$ cat src/rtl/s444_misr_compactor.sv
// s444_misr_compactor
// Output-response compactor for the s444 BIST harness. It folds the core's
// six primary outputs into a multiple-input signature register (MISR). While
// the core's flip-flops flush, it discards a warm-up window of enabled cycles.
// At the end of a run it compares the signature against a golden value and
// presents a single registered go/no-go bit.

module s444_misr_compactor #(
    parameter int unsigned        SIG_W        = 16,
    parameter logic [SIG_W-1:0]   POLY         = 16'h1021,
    parameter logic [SIG_W-1:0]   SEED         = 16'h0000,
    parameter int unsigned        WARMUP       = 21,
    parameter int unsigned        NUM_PATTERNS = 256,
    parameter logic [SIG_W-1:0]   GOLDEN       = 16'h0000
) (
    input  logic             CK,
    input  logic             RST,
    input  logic             START,
    input  logic             EN,
    input  logic [5:0]       RESP,
    output logic             BUSY,
    output logic             DONE,
    output logic             PASS,
    output logic [SIG_W-1:0] SIG
);

    // One counter serves both phases, so it is sized for the longer one.
    localparam int unsigned CNT_MAX = (WARMUP > NUM_PATTERNS) ? WARMUP : NUM_PATTERNS;
    localparam int unsigned CNT_W   = $clog2(CNT_MAX + 1);

    // Terminal counts. WARM is never entered when WARMUP is 0, so its terminal
    // value is unused in that case.
    localparam logic [CNT_W-1:0] WARM_LAST = (WARMUP > 0) ? CNT_W'(WARMUP - 1) : '0;
    localparam logic [CNT_W-1:0] COMP_LAST = CNT_W'(NUM_PATTERNS - 1);

    typedef enum logic [1:0] {
        ST_IDLE    = 2'd0,
        ST_WARM    = 2'd1,
        ST_COMPACT = 2'd2,
        ST_DONE    = 2'd3
    } state_t;

    // A run starts in WARM. With no warm-up window it goes straight to COMPACT.
    localparam state_t RUN_ENTRY = (WARMUP > 0) ? ST_WARM : ST_COMPACT;

    state_t             state_q, state_d;
    logic [CNT_W-1:0]   cnt_q, cnt_d;
    logic [SIG_W-1:0]   sig_q, sig_d;
    logic               pass_q, pass_d;

    logic [SIG_W-1:0]   resp_ext;
    logic [SIG_W-1:0]   misr_next;
    logic               warm_last;
    logic               comp_last;

    // Zero-extend the six core outputs to the signature width.
    always_comb begin
        resp_ext      = '0;
        resp_ext[5:0] = RESP;
    end

    // Per-bit MISR step: shift left, add feedback at the polynomial taps, and
    // fold in the response bit.
    generate
        for (genvar gi = 0; gi < SIG_W; gi++) begin : g_misr
            if (gi == 0) begin : g_lsb
                assign misr_next[gi] = (POLY[gi] & sig_q[SIG_W-1]) ^ resp_ext[gi];
            end else begin : g_bit
                assign misr_next[gi] = sig_q[gi-1] ^ (POLY[gi] & sig_q[SIG_W-1]) ^ resp_ext[gi];
            end
        end
    endgenerate

    assign warm_last = (cnt_q == WARM_LAST);
    assign comp_last = (cnt_q == COMP_LAST);

    // State register plus datapath flops. Reset has priority over everything.
    always_ff @(posedge CK) begin
        if (RST) begin
            state_q <= ST_IDLE;
            cnt_q   <= '0;
            sig_q   <= SEED;
            pass_q  <= 1'b0;
        end else begin
            state_q <= state_d;
            cnt_q   <= cnt_d;
            sig_q   <= sig_d;
            pass_q  <= pass_d;
        end
    end

    // Next-state logic. START is honoured only when no run is in progress.
    always_comb begin
        state_d = state_q;
        unique case (state_q)
            ST_IDLE, ST_DONE: begin
                if (START) begin
                    state_d = RUN_ENTRY;
                end
            end
            ST_WARM: begin
                if (EN && warm_last) begin
                    state_d = ST_COMPACT;
                end
            end
            ST_COMPACT: begin
                if (EN && comp_last) begin
                    state_d = ST_DONE;
                end
            end
            default: state_d = ST_IDLE;
        endcase
    end

    // Counter, signature and verdict updates. With EN low they all hold.
    always_comb begin
        cnt_d  = cnt_q;
        sig_d  = sig_q;
        pass_d = pass_q;
        unique case (state_q)
            ST_IDLE, ST_DONE: begin
                if (START) begin
                    sig_d  = SEED;
                    cnt_d  = '0;
                    pass_d = 1'b0;
                end
            end
            ST_WARM: begin
                if (EN) begin
                    cnt_d = warm_last ? '0 : cnt_q + CNT_W'(1);
                end
            end
            ST_COMPACT: begin
                if (EN) begin
                    sig_d = misr_next;
                    cnt_d = comp_last ? '0 : cnt_q + CNT_W'(1);
                    // The verdict is taken from the final signature on the
                    // edge that enters DONE, so it is coherent with DONE.
                    if (comp_last) begin
                        pass_d = (misr_next == GOLDEN);
                    end
                end
            end
            default: begin
                cnt_d  = '0;
                sig_d  = SEED;
                pass_d = 1'b0;
            end
        endcase
    end

    // Outputs are decoded from registered state only, so RESP cannot reach them combinationally.
    always_comb begin
        BUSY = (state_q == ST_WARM) || (state_q == ST_COMPACT);
        DONE = (state_q == ST_DONE);
        PASS = pass_q && (state_q == ST_DONE);
        SIG  = sig_q;
    end

endmodule
$ cat config.mk
export PLATFORM = sky130hd
export DESIGN_NAME = s444_misr_compactor
export DESIGN_NICKNAME = d
export VERILOG_FILES = /design/src/rtl/s444_misr_compactor.sv
export SDC_FILE = /design/constraint.sdc
export NUM_CORES = 1
export LEC_CHECK = 0
export ABC_AREA = 0
export BUFFER_PORTS_ARGS = -buffer_cell sky130_fd_sc_hd__buf_2
export CORE_MARGIN = 2
export CORE_UTILIZATION = 54
export DETAILED_ROUTE_END_ITERATION = 7
export PLACE_DENSITY_LB_ADDON = 0.2
export SYNTH_ARGS = -nofsm -noshare
export SYNTH_HDL_FRONTEND = slang
export SYNTH_SLANG_ARGS = --single-unit
$ cat constraint.sdc
create_clock -name CK -period 2.4 [get_ports CK]
set_clock_uncertainty 0.2 [all_clocks]
set_input_delay 0.12 -clock CK [delete_from_list [all_inputs] [get_ports CK]]
set_output_delay 0.12 -clock CK [all_outputs]
set_load 0.03 [all_outputs]
== Word level (Yosys, flattened, before mapping) ==
Cells that the tools add are included.

* Bits in registers: 28
* Output and inout port bits: 19
* Word-level logic and storage cells: 53

* Add/subtract/negate cells: 1
* Equality and inequality tests: 11
* Mux-type cells: 17
* Bitwise operators: 8
* Reductions and logical operators: 12

{| class="wikitable"
|+ Operators by type and width
! kind !! number
|-
| $mux W9 || 5
|-
| $mux W16 || 2
|-
| $pmux W16 S2 || 1
|-
| $pmux W9 S3 || 1
|-
| $logic_not A16 Y1 || 1
|-
| $ne A2 B2 Y1 const B || 6
|-
| $add A9 B1 Y9 const B || 1
|-
| $eq A9 B5 Y1 const B || 1
|-
| $eq A9 B8 Y1 const B || 1
|-
| $reduce_and A3 Y1 || 3
|-
| $xor A1 B1 Y1 || 8
|-
| $mux W2 || 3
|-
| $pmux W2 S3 || 1
|-
| $eq A2 B2 Y1 const B || 2
|-
| $reduce_and A4 Y1 || 1
|-
| $logic_and A1 B1 Y1 || 3
|-
| $mux W1 || 3
|-
| $eq A2 B1 Y1 const B || 1
|-
| $logic_not A2 Y1 || 1
|-
| $pmux W1 S2 || 1
|-
| $reduce_bool A2 Y1 || 1
|-
| $reduce_or A2 Y1 || 1
|-
| $logic_or A1 B1 Y1 || 1
|}

== Depth between registers and ports, before layout ==
Gate-level depths: netlist of the first run.

* Depth after elaboration: 6
* Gate-level depth with buffers: 9
* Gate-level depth less buffers: 9

== Worst setup path after synthesis of the first run ==
No wires, ideal clock.

* Path type: reg-to-reg
* From: register cnt_q[0]
* To: register state_q[0]
* Setup time: 0.119 ns
* Data arrival time: 1.729 ns
* Data required time: 2.081 ns
* Slack: 0.352 ns
* Cell stages (with the launch flop): 9
* Buffers on the path: 0
* Clock period less this slack: 2.048 ns
* Cells stage by stage: dfxtp_1 ha_1 and3_1 nand3_1 inv_1 ha_1 nor2b_1 nor3_4 o221a_2

* Cells in the longest elaborated chain, start to end: 4
* Elaborated cells between the ends (all ways): 7
* Those cells by class: eq/ne (4); reduce/logical (3)

{| class="wikitable"
|+ Ends and longest elaborated chain
! element !! line !! source
|-
| from (decl) || 47 || <nowiki>logic [CNT_W-1:0] cnt_q, cnt_d;</nowiki>
|-
| from (signal assigned) || 86 || <nowiki>cnt_q <= cnt_d;</nowiki>
|-
| $eq A9 B8 Y1 or $eq A9 B5 Y1 (tied branches) || 75, 74 ||
|-
| $logic_and A1 B1 Y1 (on tied branches) || 107, 102 ||
|-
| $ne A2 B2 Y1 (no line) || - ||
|-
| $reduce_and A3 Y1 (no line) * || - ||
|-
| to (signal assigned) || 85 || <nowiki>state_q <= state_d;</nowiki>
|-
| to (decl) || 46 || <nowiki>state_t state_q, state_d;</nowiki>
|}

Every way passes the cells marked *; elsewhere a longest branch is shown, timed or not.
A chain may end at the register's enable or synchronous reset.

== Final worst setup path of the first run ==
* From: register state_q[0]
* To: register state_q[0]

* Cells in the longest elaborated chain, start to end: 4
* Elaborated cells between the ends (all ways): 10
* Those cells by class: eq/ne (6); mux (1); reduce/logical (3)

{| class="wikitable"
|+ Ends and longest elaborated chain
! element !! line !! source
|-
| $eq A2 B2 Y1 or $logic_not A2 Y1 (tied branches) || 95 || <nowiki>unique case (state_q)</nowiki>
|-
| $reduce_or A2 Y1 || 95 ||
|-
| $ne A2 B2 Y1 (no line) || - ||
|-
| $reduce_and A3 Y1 (no line) || - ||
|}

Several ways; a longest one is shown, not always the timed one.

==> summary.md, run 1 <==
| Metric | Value |
|---|---|
| Status | `complete, no violations` |
| Clock group share of total power | `20.8%` |
| FILL cells | `239` |
| H-tree depth | `1` |
| Critical R2R Capture | `state_q[0]$_SDFFE_PP0P_` |
| Internal | `0.884 mW` |
| GRT overflow | `0` |
| Leak | `0.762 nW` |
| Worst EP arrival | `2340 ps` |
| Post-Syn Area | `1490 µm²` |
| Share of cells above drive strength 1 | `24.1%` |
| FF+latch count, synth | `28` |
| Gpl congestion | `0.779` |
| # nets final | `210` |
| DRC viols | `0` |
| Synth top area cells | `dfxtp_1 (38%), a22oi_1 (8.1%), ha_1 (6.7%)` |
| First-pass GRT wire length | `5.45 mm` |
| Area after DPL | `1640 µm²` |
| Clock latency on the worst-skew pair | `about 330 ps` |
| Vias in the first global route | `1201` |
| Starting Density | `55.3%` |
| WL per Instance | `15.0 µm` |
| CTS tree | `done` |
| Clock transition at path regs | `160 ps` |
| # rows | `19` |
| Power Density | `861 nW/µm²` |
| Seq/Total Area, Yosys | `37.7%` |
| Die area | `3190 µm²` |
| Buffers on Ports | `28` |
| DR pass1 iterations | `4` |
| Min Clock Period, post-route | `2250 ps` |
| Worst Setup End Kind | `register` |
| DR vias | `1307` |
| Initial antenna violation count | `0` |
| Top post-synthesis cells by count | `dfxtp_1 (28), nor2_1 (19), a22oi_1 (16)` |
| Asr flop ratio synth | `0%` |
| Reg2reg setup slack | `150 ps` |
| Fmax | `444 MHz` |
| Hold slack | `40.4 ps` |
| Largest net degree at the start of global routing | `24` |
| Mapped Avg Cell Area | `between 9 and 10 µm²` |
| Hold Path End | `SIG[5]$_SDFFE_PP0P_` |
| Setup TNS | `0 ps` |
| Sw power | `0.625 mW` |
| Critical-path cell list | `inv_1 -> ha_1 -> nand2b_1 -> nand2_2 -> nor3_4 -> o221a_2` |
| Type of the worst setup path | `register to register` |
| RSZ-0062 raised after global routing | `no` |
| Unique masters post-synth | `between 40 and 50` |
| CORE AREA | `2690 µm²` |
| Clk buf depth | `2` |
| Reg2reg path depth | `6` |
| Largest area contributor in the netlist | `dfxtp_1` |
| Height of the die | `56.5 µm` |
| CP required | `2490 ps` |
| Hpwl dp | `2.33 mm` |
| Number of nets still failing antenna checks after routing | `0` |
| Max stage delay on crit path | `440 ps` |
| Fin crit share | `93.8%` |
| CTS buffer count | `3` |
| Final max-slew violation count | `0` |
| Logic pwr share | `43.9%` |
| Crit start category | `register` |
| Total clock sinks | `28` |
| Least-Margin Pin Slew | `715 ps` |
| Max Cap Viol | `0` |
| Worst path slowest cell | `dfxtp_1` |
| I/O Pins | `29` |
| Main flop type after synthesis | `dfxtp_1` |
| Worst R2R Start | `state_q[0]$_SDFFE_PP0P_` |
| Sw Share | `41.4%` |
| Hold path start | `RESP[5]` |
| Die width | `56.5 µm` |
| Most frequent cell after synthesis | `dfxtp_1` |
| Final setup violation count | `0` |
| # diodes | `0` |
| Mapped Nets | `176` |
| CP max FO | `11` |
| Post-route cell area | `between 1500 and 2000 µm²` |
| GRT Overall Usage | `21.2%` |
| Share of the synthesized area in the top cell type | `around 38%` |
| Root Buffer | `clkbuf_4` |
| Initial DRC Count | `62` |
| Yosys Warn Count | `0` |
| Mapped Cells | `between 150 and 200` |
| Area grow syn2layout | `17.9%` |
| Hold path depth | `4` |
| Post-synth EDFFs | `0` |
| Worst slew margin | `52.2%` |
| Hold Fails Final Rpt | `0` |
| DR vias/cell | `between 5 and 6` |
| Peak VDD IR | `0.633 mV` |
| Type of the worst min-delay path | `input pin to register` |
| Final wirelength | `3.34 mm` |
| Sequential share of power | `between 30% and 40%` |
-- critical path: cells and delay by family (launching register included) --
family / cells / cell delay, ps
compound gates: 1 / 240
fa+ha+maj: 1 / 310
buf+inv: 1 / 60
flops: 1 / 440
simple gates: 3 / 950
-- cell families after synthesis --
kind of cell	count (synthesis)	share of synthesized area (%)
and+or+nand+nor	55	21.0
AOI/OAI and AO/OA	40	22.0
DFF	28	37.7
buffers and inverters	17	5.64
xor gates and xnor gates	10	6.90
adders and majority gates	8	6.73
-- per-layer routing --
layer	global-route usage (%)	vias to the layer above	routed length (µm)
met5	0	-	0
met4	7.14	0	31
met3	2.53	4	109
met2	35.5	31	1630
met1	28.2	627	1570
li1	-	645	-
-- registers in the layout (all words and copies together) (netlist names) --
name / cells
state_q: 2
SIG: 16
cnt_q: 9
pass_q: 1
-- what timing repair did --
action                     4_1_cts  5_1_grt
buffers inserted                 0        0
hold buffers                     6        0
gates resized for setup          0        1
setup endpoints to repair        0        1
hold endpoints to repair        10        0
-- final cells by class --
cell class	instances	area, µm²	area share (%)
multi-input combinational	113	845	48.2
sequential	28	561	32.0
timing repair buffer	37	223	12.7
tap	31	38.8	2.21
inverter	9	33.8	1.93
clock inverter	1	30.0	1.71
clock buffer	3	22.5	1.28
-- how the worst max path moves through the flow --
| stage | to | from | slack (ps) | cells past startpoint |
|---|---|---|---|---|
| 2_1_floorplan | state_q[0]$_SDFFE_PP0P_ | cnt_q[0]$_SDFFE_PP0P_ | 350 | 8 |
| 5_1_grt | state_q[0]$_SDFFE_PP0P_ | state_q[0]$_SDFFE_PP0P_ | 20 | 6 |
| 3_5_place_dp | state_q[0]$_SDFFE_PP0P_ | cnt_q[0]$_SDFFE_PP0P_ | 160 | 8 |
| 4_1_cts | state_q[0]$_SDFFE_PP0P_ | cnt_q[0]$_SDFFE_PP0P_ | 150 | 8 |
| 3_3_place_gp | pass_q$_SDFFE_PP0P_ | state_q[0]$_SDFFE_PP0P_ | 230 | 6 |
| 6_report | state_q[0]$_SDFFE_PP0P_ | state_q[0]$_SDFFE_PP0P_ | 150 | 6 |
-- power groups by stage --
stage	Sequential [mW]	Combinational (mW)	Clock [mW]
2_1_floorplan	0.553	0.500	0
3_3_place_gp	0.542	0.624	0
3_5_place_dp	0.544	0.640	0
4_1_cts	0.533	0.656	0.318
5_1_grt	0.538	0.720	0.328
6_report	0.532	0.663	0.314
-- cell usage in the layout, fill, tap and decap left out, drive strengths merged, types with 2 or more instances in the layout --
master and count:
nand4b 2, clkbuf 3, a22oi 16, a211oi 3
nor2 19, nor3 5, dfxtp 28, dlygate4sd3 6
o2111ai 3, and2 2, nand4 2, and3 5
nor4 3, buf 31, xor2 9, o21ai 5
inv 8, nand3 5, a21oi 3, nand2b 3
nand2 3, and4b 2, ha 8
-- stage by stage --
step | power [mW] | setup slack, ps | utilization [%] | instances
finish | 1.51 | 149 | 65.3 | 222
CTS | 1.51 | 148 | 65.2 | 222
global placement | 1.17 | 235 | 61.0 | 212
detailed placement | 1.18 | 162 | 61.0 | 212
floorplan | 1.05 | 352 | - | 158
global route | 1.59 | 16.3 | 65.3 | 222
Note: power is estimated with default switching activity, not from simulation.
==> run 2, diff against run 1 <==
--- a/config.mk
+++ b/config.mk
@@ -8,9 +8,9 @@
 export ABC_AREA = 0
 export BUFFER_PORTS_ARGS = -buffer_cell sky130_fd_sc_hd__buf_2
 export CORE_MARGIN = 2
-export CORE_UTILIZATION = 54
+export CORE_UTILIZATION = 58
 export DETAILED_ROUTE_END_ITERATION = 7
-export PLACE_DENSITY_LB_ADDON = 0.2
+export PLACE_DENSITY = 0.91
 export SYNTH_ARGS = -nofsm -noshare
 export SYNTH_HDL_FRONTEND = slang
 export SYNTH_SLANG_ARGS = --single-unit
==> constraint.sdc (replaced) <==
create_clock -name CK -period 2.8 [get_ports CK]
set_clock_uncertainty 0.2 [all_clocks]
set_input_delay 0.14 -clock CK [delete_from_list [all_inputs] [get_ports CK]]
set_output_delay 0.14 -clock CK [all_outputs]
set_load 0.03 [all_outputs]
==> run 2 against run 1 <==
Effect of this change:
- first-iteration DRC count shrank 35%
- combinational power down 18%
- sequential power down 13%
- utilization up 2.8 points
- register-to-register slack gained 230 ps
- critical path depth did not move
- worst hold slack got worse by 24 ps
==> summary.md, run 2 (same netlist as run 1, synthesis figures left out) <==
| Metric | Value |
|---|---|
| Status | `complete, no violations (unchanged)` |
| Root Buffer | `clkbuf_4 (unchanged)` |
| Height of the die | `54.6 µm (was 56.5 µm)` |
| Vias in the first global route | `1328 (was 1201)` |
| Starting Density | `60.6% (was 55.3%)` |
| Share of cells above drive strength 1 | `22.8% (was 24.1%)` |
| Die area | `2980 µm² (was 3190 µm²)` |
| Gpl congestion | `0.857 (was 0.779)` |
| Max Cap Viol | `0 (unchanged)` |
| Global Route met3 Usage | `4.10% (was 2.53%)` |
| Worst path slowest cell | `and3_1 (was dfxtp_1)` |
| Hold slack | `16.2 ps (was 40.4 ps)` |
| H-tree depth | `1 (unchanged)` |
| Worst slew margin | `52.8% (was 52.2%)` |
| Clock latency on the worst-skew pair | `330 ps (about the same)` |
| Type of the worst min-delay path | `input pin to register (unchanged)` |
| Power Density | `723 nW/µm² (was 861 nW/µm²)` |
| Met1 usage | `30.7% (was 28.2%)` |
| Worst setup margin | `382 ps (was 149 ps)` |
| Max reg flops | `16 (unchanged)` |
| Max stage delay on crit path | `610 ps (was 440 ps)` |
| Hpwl dp | `2.59 mm (was 2.33 mm)` |
| CORE AREA | `2450 µm² (was 2690 µm²)` |
| Fmax | `414 MHz (was 444 MHz)` |
| Fin crit share | `86.3% (was 93.8%)` |
| First-pass GRT wire length | `5.73 mm (was 5.45 mm)` |
| Clock transition at path regs | `150 ps (was 160 ps)` |
| Initial antenna violation count | `0 (unchanged)` |
| Area grow syn2layout | `12.4% (was 17.9%)` |
| Initial DRC Count | `40 (was 62)` |
| Peak VDD IR | `0.743 mV (was 0.633 mV)` |
| Final wirelength | `3.63 mm (was 3.34 mm)` |
| Worst Setup End Kind | `register (unchanged)` |
| Min Clock Period, post-route | `2420 ps (was 2250 ps)` |
| Final max-slew violation count | `0 (unchanged)` |
| Die width | `54.6 µm (was 56.5 µm)` |
| Met2 Use GR | `48.2% (was 35.5%)` |
| Clk buf depth | `2 (unchanged)` |
| Leak | `0.724 nW (was 0.762 nW)` |
| Dpl ws | `457 ps (was 162 ps)` |
| Type of the worst setup path | `register to register (unchanged)` |
| FILL cells | `212 (was 239)` |
| GRT Overall Usage | `27.0% (was 21.2%)` |
| # rows | `18 (was 19)` |
| DRC viols | `0 (unchanged)` |
| Setup TNS | `0 ps (unchanged)` |
| Most frequent cells in the layout | `dfxtp_1 (28), buf_2 (28), nor2_1 (19), a22oi_1 (16), xor2_1 (9) (unchanged)` |
| Crit start category | `register (unchanged)` |
| # diodes | `0 (unchanged)` |
| DR pass1 iterations | `4 (unchanged)` |
| GRT overflow | `0 (unchanged)` |
| DR vias/cell | `6.24 (was 5.89)` |
| Largest net degree at the start of global routing | `24 (unchanged)` |
| WL per Instance | `17.0 µm (was 15.0 µm)` |
| # nets final | `203 (was 210)` |
| Total clock sinks | `28 (unchanged)` |
| Critical-path cell list | `inv_1 -> ha_1 -> nand2b_1 -> and3_1 -> a22oi_1 -> nor2_1 (was inv_1 -> ha_1 -> nand2b_1 -> nand2_2 -> nor3_4 -> o221a_2)` |
| Least-Margin Pin Slew | `707 ps (was 715 ps)` |
| Hold Fails Final Rpt | `0 (unchanged)` |
| Worst EP arrival | `2490 ps (was 2340 ps)` |
| RSZ-0062 raised after global routing | `no (unchanged)` |
| CP required | `2870 ps (was 2490 ps)` |
| Busiest layer in global routing | `met2 (unchanged)` |
| Final setup violation count | `0 (unchanged)` |
| Buffers on Ports | `28 (unchanged)` |
| Postcts setup bufs | `0 (unchanged)` |
| CTS tree | `done (unchanged)` |
| CP max FO | `16 (was 11)` |
| Number of nets still failing antenna checks after routing | `0 (unchanged)` |
| I/O Pins | `29 (unchanged)` |
| DR vias | `1335 (was 1307)` |
| CTS buffer count | `3 (unchanged)` |
==> run 2: what timing repair did <==
action,4_1_cts,5_1_grt
hold endpoints to repair,2,0
setup endpoints to repair,0,0
hold buffers,2,0
gates resized for setup,0,0
==> run 2: cell type report <==
type                    count  area (µm²)  area share (%)
inverters                   9        33.8            2.02
multi-input cells         113         842            50.4
well taps                  30        37.5            2.25
repair buffers             30         160            9.59
clock buffers               4        36.3            2.17
flip-flops and latches     28         561            33.6
==> run 2: power by group <==
part           internal (mW)  switching [mW]
registers              0.428          0.0338
logic                  0.162           0.382
clock network         0.0797           0.121
total                  0.670           0.537
==> run 2: worst paths after layout <==
path	startpoint	endpoint	slack (ps)	cells past startpoint
min	RST	SIG[12]$_SDFFE_PP0P_	20	2
min reg2reg	cnt_q[1]$_SDFFE_PP0P_	cnt_q[1]$_SDFFE_PP0P_	310	2
max reg2reg	state_q[0]$_SDFFE_PP0P_	SIG[0]$_SDFFE_PP0P_	380	6
max	state_q[0]$_SDFFE_PP0P_	SIG[0]$_SDFFE_PP0P_	380	6
==> run 2: critical path: cells and delay by family (launching register included) <==
| family | cells | cell delay [ps] |
|---|---|---|
| and+or+nand+nor | 3 | 1120 |
| adders and majority gates | 1 | 380 |
| DFF | 1 | 440 |
| buffers and inverters | 1 | 70 |
| AOI/OAI and AO/OA | 1 | 140 |
==> run 2: metal layers <==
| layer | vias up | wire [µm] | share of wire, % |
|---|---|---|---|
| met5 | - | 0 | 0 |
| met4 | 0 | 96 | 2.6 |
| met3 | 13 | 153 | 4.2 |
| met2 | 41 | 1820 | 50 |
| met1 | 650 | 1570 | 43 |
| li1 | 631 | - | - |
==> run 2: stage by stage <==
step	area, µm²	power, mW	util, %	cells
after floorplan	1490	0.902	-	158
after global placement	1610	0.961	65.7	208
after detailed placement	1610	0.999	65.7	208
after CTS	1670	1.20	68.0	214
after global routing	1670	1.27	68.0	214
final	1670	1.21	68.0	214
==> run 3, diff against run 2 <==
==> constraint.sdc (replaced) <==
create_clock -name CK -period 2.8 [get_ports CK]
set_clock_uncertainty 0.2 [all_clocks]
set_input_delay 0.42 -clock CK [delete_from_list [all_inputs] [get_ports CK]]
set_output_delay 0.42 -clock CK [all_outputs]
set_load 0.03 [all_outputs]
==> run 3 against run 2 <==
Effect of this change:
- final area fell by 1.2%
- setup slack got worse by 8.5 ps
- first-iteration DRC count fell by 18%
- sequential power barely moved
- die area did not move
- largest cell class unchanged
==> summary.md, run 3 (same netlist as run 1, synthesis figures left out) <==
| Metric | Value |
|---|---|
| Area after DPL | `1610 µm² (unchanged)` |
| I/O Pins | `29 (unchanged)` |
| Fin crit share | `86.6% (was 86.3%)` |
| Gpl congestion | `0.857 (unchanged)` |
| CP required | `2180 ps (was 2870 ps)` |
| Type of the worst setup path | `register to output pin (was register to register)` |
| Share of cells above drive strength 1 | `23.1% (was 22.8%)` |
| Min Clock Period, post-route | `2430 ps (was 2420 ps)` |
| # diodes | `0 (unchanged)` |
| Final setup violation count | `0 (unchanged)` |
| # rows | `18 (unchanged)` |
| Reg2reg setup slack | `410 ps (was 380 ps)` |
| # nets final | `201 (was 203)` |
| Height of the die | `54.6 µm (unchanged)` |
| Hold Fails Final Rpt | `0 (unchanged)` |
| CTS tree | `done (unchanged)` |
| Postcts setup bufs | `0 (unchanged)` |
| CP bufs+invs | `3 (was 1)` |
| DR pass1 iterations | `4 (unchanged)` |
| Critical-path cell list | `inv_1 -> ha_1 -> clkinv_1 -> buf_2 (was inv_1 -> ha_1 -> nand2b_1 -> and3_1 -> a22oi_1 -> nor2_1)` |
| Power Density | `727 nW/µm² (was 723 nW/µm²)` |
| Worst Setup End Kind | `output pin (was register)` |
| Worst slew margin | `52.5% (was 52.8%)` |
| Final wirelength | `3.53 mm (was 3.63 mm)` |
| Reg2reg path depth | `6 (unchanged)` |
| CTS buffer count | `3 (unchanged)` |
| Multi-input gate area | `842 µm² (unchanged)` |
| Peak VDD IR | `0.739 mV (was 0.743 mV)` |
| Worst EP arrival | `1810 ps (was 2490 ps)` |
| Clock latency on the worst-skew pair | `330 ps (about the same)` |
| # resized after CTS | `0 (unchanged)` |
| GRT Overall Usage | `26.4% (was 27.0%)` |
| DRC viols | `0 (unchanged)` |
| Fmax | `412 MHz (was 414 MHz)` |
| Root Buffer | `clkbuf_4 (unchanged)` |
| Initial antenna violation count | `0 (unchanged)` |
| DR vias/cell | `6.25 (was 6.24)` |
| DR vias | `1326 (was 1335)` |
| Die area | `2980 µm² (unchanged)` |
| Reg area | `561 µm² (unchanged)` |
| GRT overflow | `0 (unchanged)` |
| Hold Buf Count CTS | `0 (was 2)` |
| Cell family with most CP delay | `buffers and inverters (was simple AND/OR/NAND/NOR gates)` |
| WL per Instance | `16.6 µm (was 17.0 µm)` |
| H-tree depth | `1 (unchanged)` |
| Vias in the first global route | `1313 (was 1328)` |
| Max stage delay on crit path | `440 ps (was 610 ps)` |
| Die width | `54.6 µm (unchanged)` |
| # placed instances | `208 (unchanged)` |
| CORE AREA | `2450 µm² (unchanged)` |
| Initial DRC Count | `33 (was 40)` |
| Starting Density | `60.6% (unchanged)` |
| Max Cap Viol | `0 (unchanged)` |
| Hold path depth | `4 (was 2)` |
| Area grow syn2layout | `11.0% (was 12.4%)` |
| Number of nets still failing antenna checks after routing | `0 (unchanged)` |
| Least-Margin Pin Slew | `711 ps (was 707 ps)` |
| Crit start category | `register (unchanged)` |
| Largest net degree at the start of global routing | `24 (unchanged)` |
| Post-route cell area | `1650 µm² (was 1670 µm²)` |
| RSZ-0062 raised after global routing | `no (unchanged)` |
| FILL cells | `214 (was 212)` |
| First-pass GRT wire length | `5.64 mm (was 5.73 mm)` |
| Setup TNS | `0 ps (unchanged)` |
| Buffers on Ports | `28 (unchanged)` |
| Status | `complete, no violations (unchanged)` |
| Clk buf depth | `2 (unchanged)` |
| Clock transition at path regs | `150 ps (about the same)` |
| Worst path depth | `4 (was 6)` |
| Most frequent cells in the layout | `dfxtp_1 (28), buf_2 (28), nor2_1 (19), a22oi_1 (16), xor2_1 (9) (unchanged)` |
| Type of the worst min-delay path | `input pin to register (unchanged)` |
| Leak | `0.716 nW (was 0.724 nW)` |
| Final Non-Filler Cells | `212 (was 214)` |
| Final max-slew violation count | `0 (unchanged)` |
| Worst path slowest cell | `dfxtp_1 (was and3_1)` |
| CP max FO | `8 (was 16)` |
| Hpwl dp | `2.59 mm (unchanged)` |
| Max reg flops | `16 (unchanged)` |
| Total clock sinks | `28 (unchanged)` |
[run 3: per-layer routing]
| metal | global-route usage, % | up-vias | routed length (µm) |
|---|---|---|---|
| met1 | 30.5 | 647 | 1490 |
| li1 | - | 628 | - |
| met2 | 46.4 | 41 | 1810 |
| met4 | 13.8 | 0 | 82 |
| met3 | 4.10 | 10 | 140 |
| met5 | 0 | - | 0 |
[run 3: path summary, 6_finish.rpt]
path	startpoint	end
setup / recovery	state_q[0]$_SDFFE_PP0P_	BUSY
setup reg to reg	state_q[0]$_SDFFE_PP0P_	SIG[4]$_SDFFE_PP0P_
hold reg to reg	cnt_q[1]$_SDFFE_PP0P_	cnt_q[1]$_SDFFE_PP0P_
hold / removal	RESP[0]	SIG[0]$_SDFFE_PP0P_
[run 3: cell type report]
cell class	instances	share of cell area, %
clock buffer	4	2.20
inverter	9	2.05
multi-input combinational	113	51.0
sequential	28	34.0
tap	30	2.27
timing repair buffer	28	8.49
[run 3: worst register-to-register path: stages (launching register included)]
cell and delay (ps):
dfxtp_1 440, inv_1 70, ha_1 380, nand2b_1 340, and3_1 610, a22oi_1 130, nor2_1 150
[run 3: through the flow]
step	util, %	power (mW)	hold slack (ps)	setup slack [ps]
4_1_cts	67.2	1.19	276	403
3_5_place_dp	65.7	0.999	291	457
2_1_floorplan	-	0.902	245	752
3_3_place_gp	65.7	0.961	265	547
6_report	67.2	1.20	277	374
5_1_grt	67.2	1.27	296	225
[run 3: where the power goes]
part	switching (mW)	internal (mW)
clock	0.121	0.0796
combinational	0.377	0.160
sequential	0.0339	0.428
total	0.532	0.668
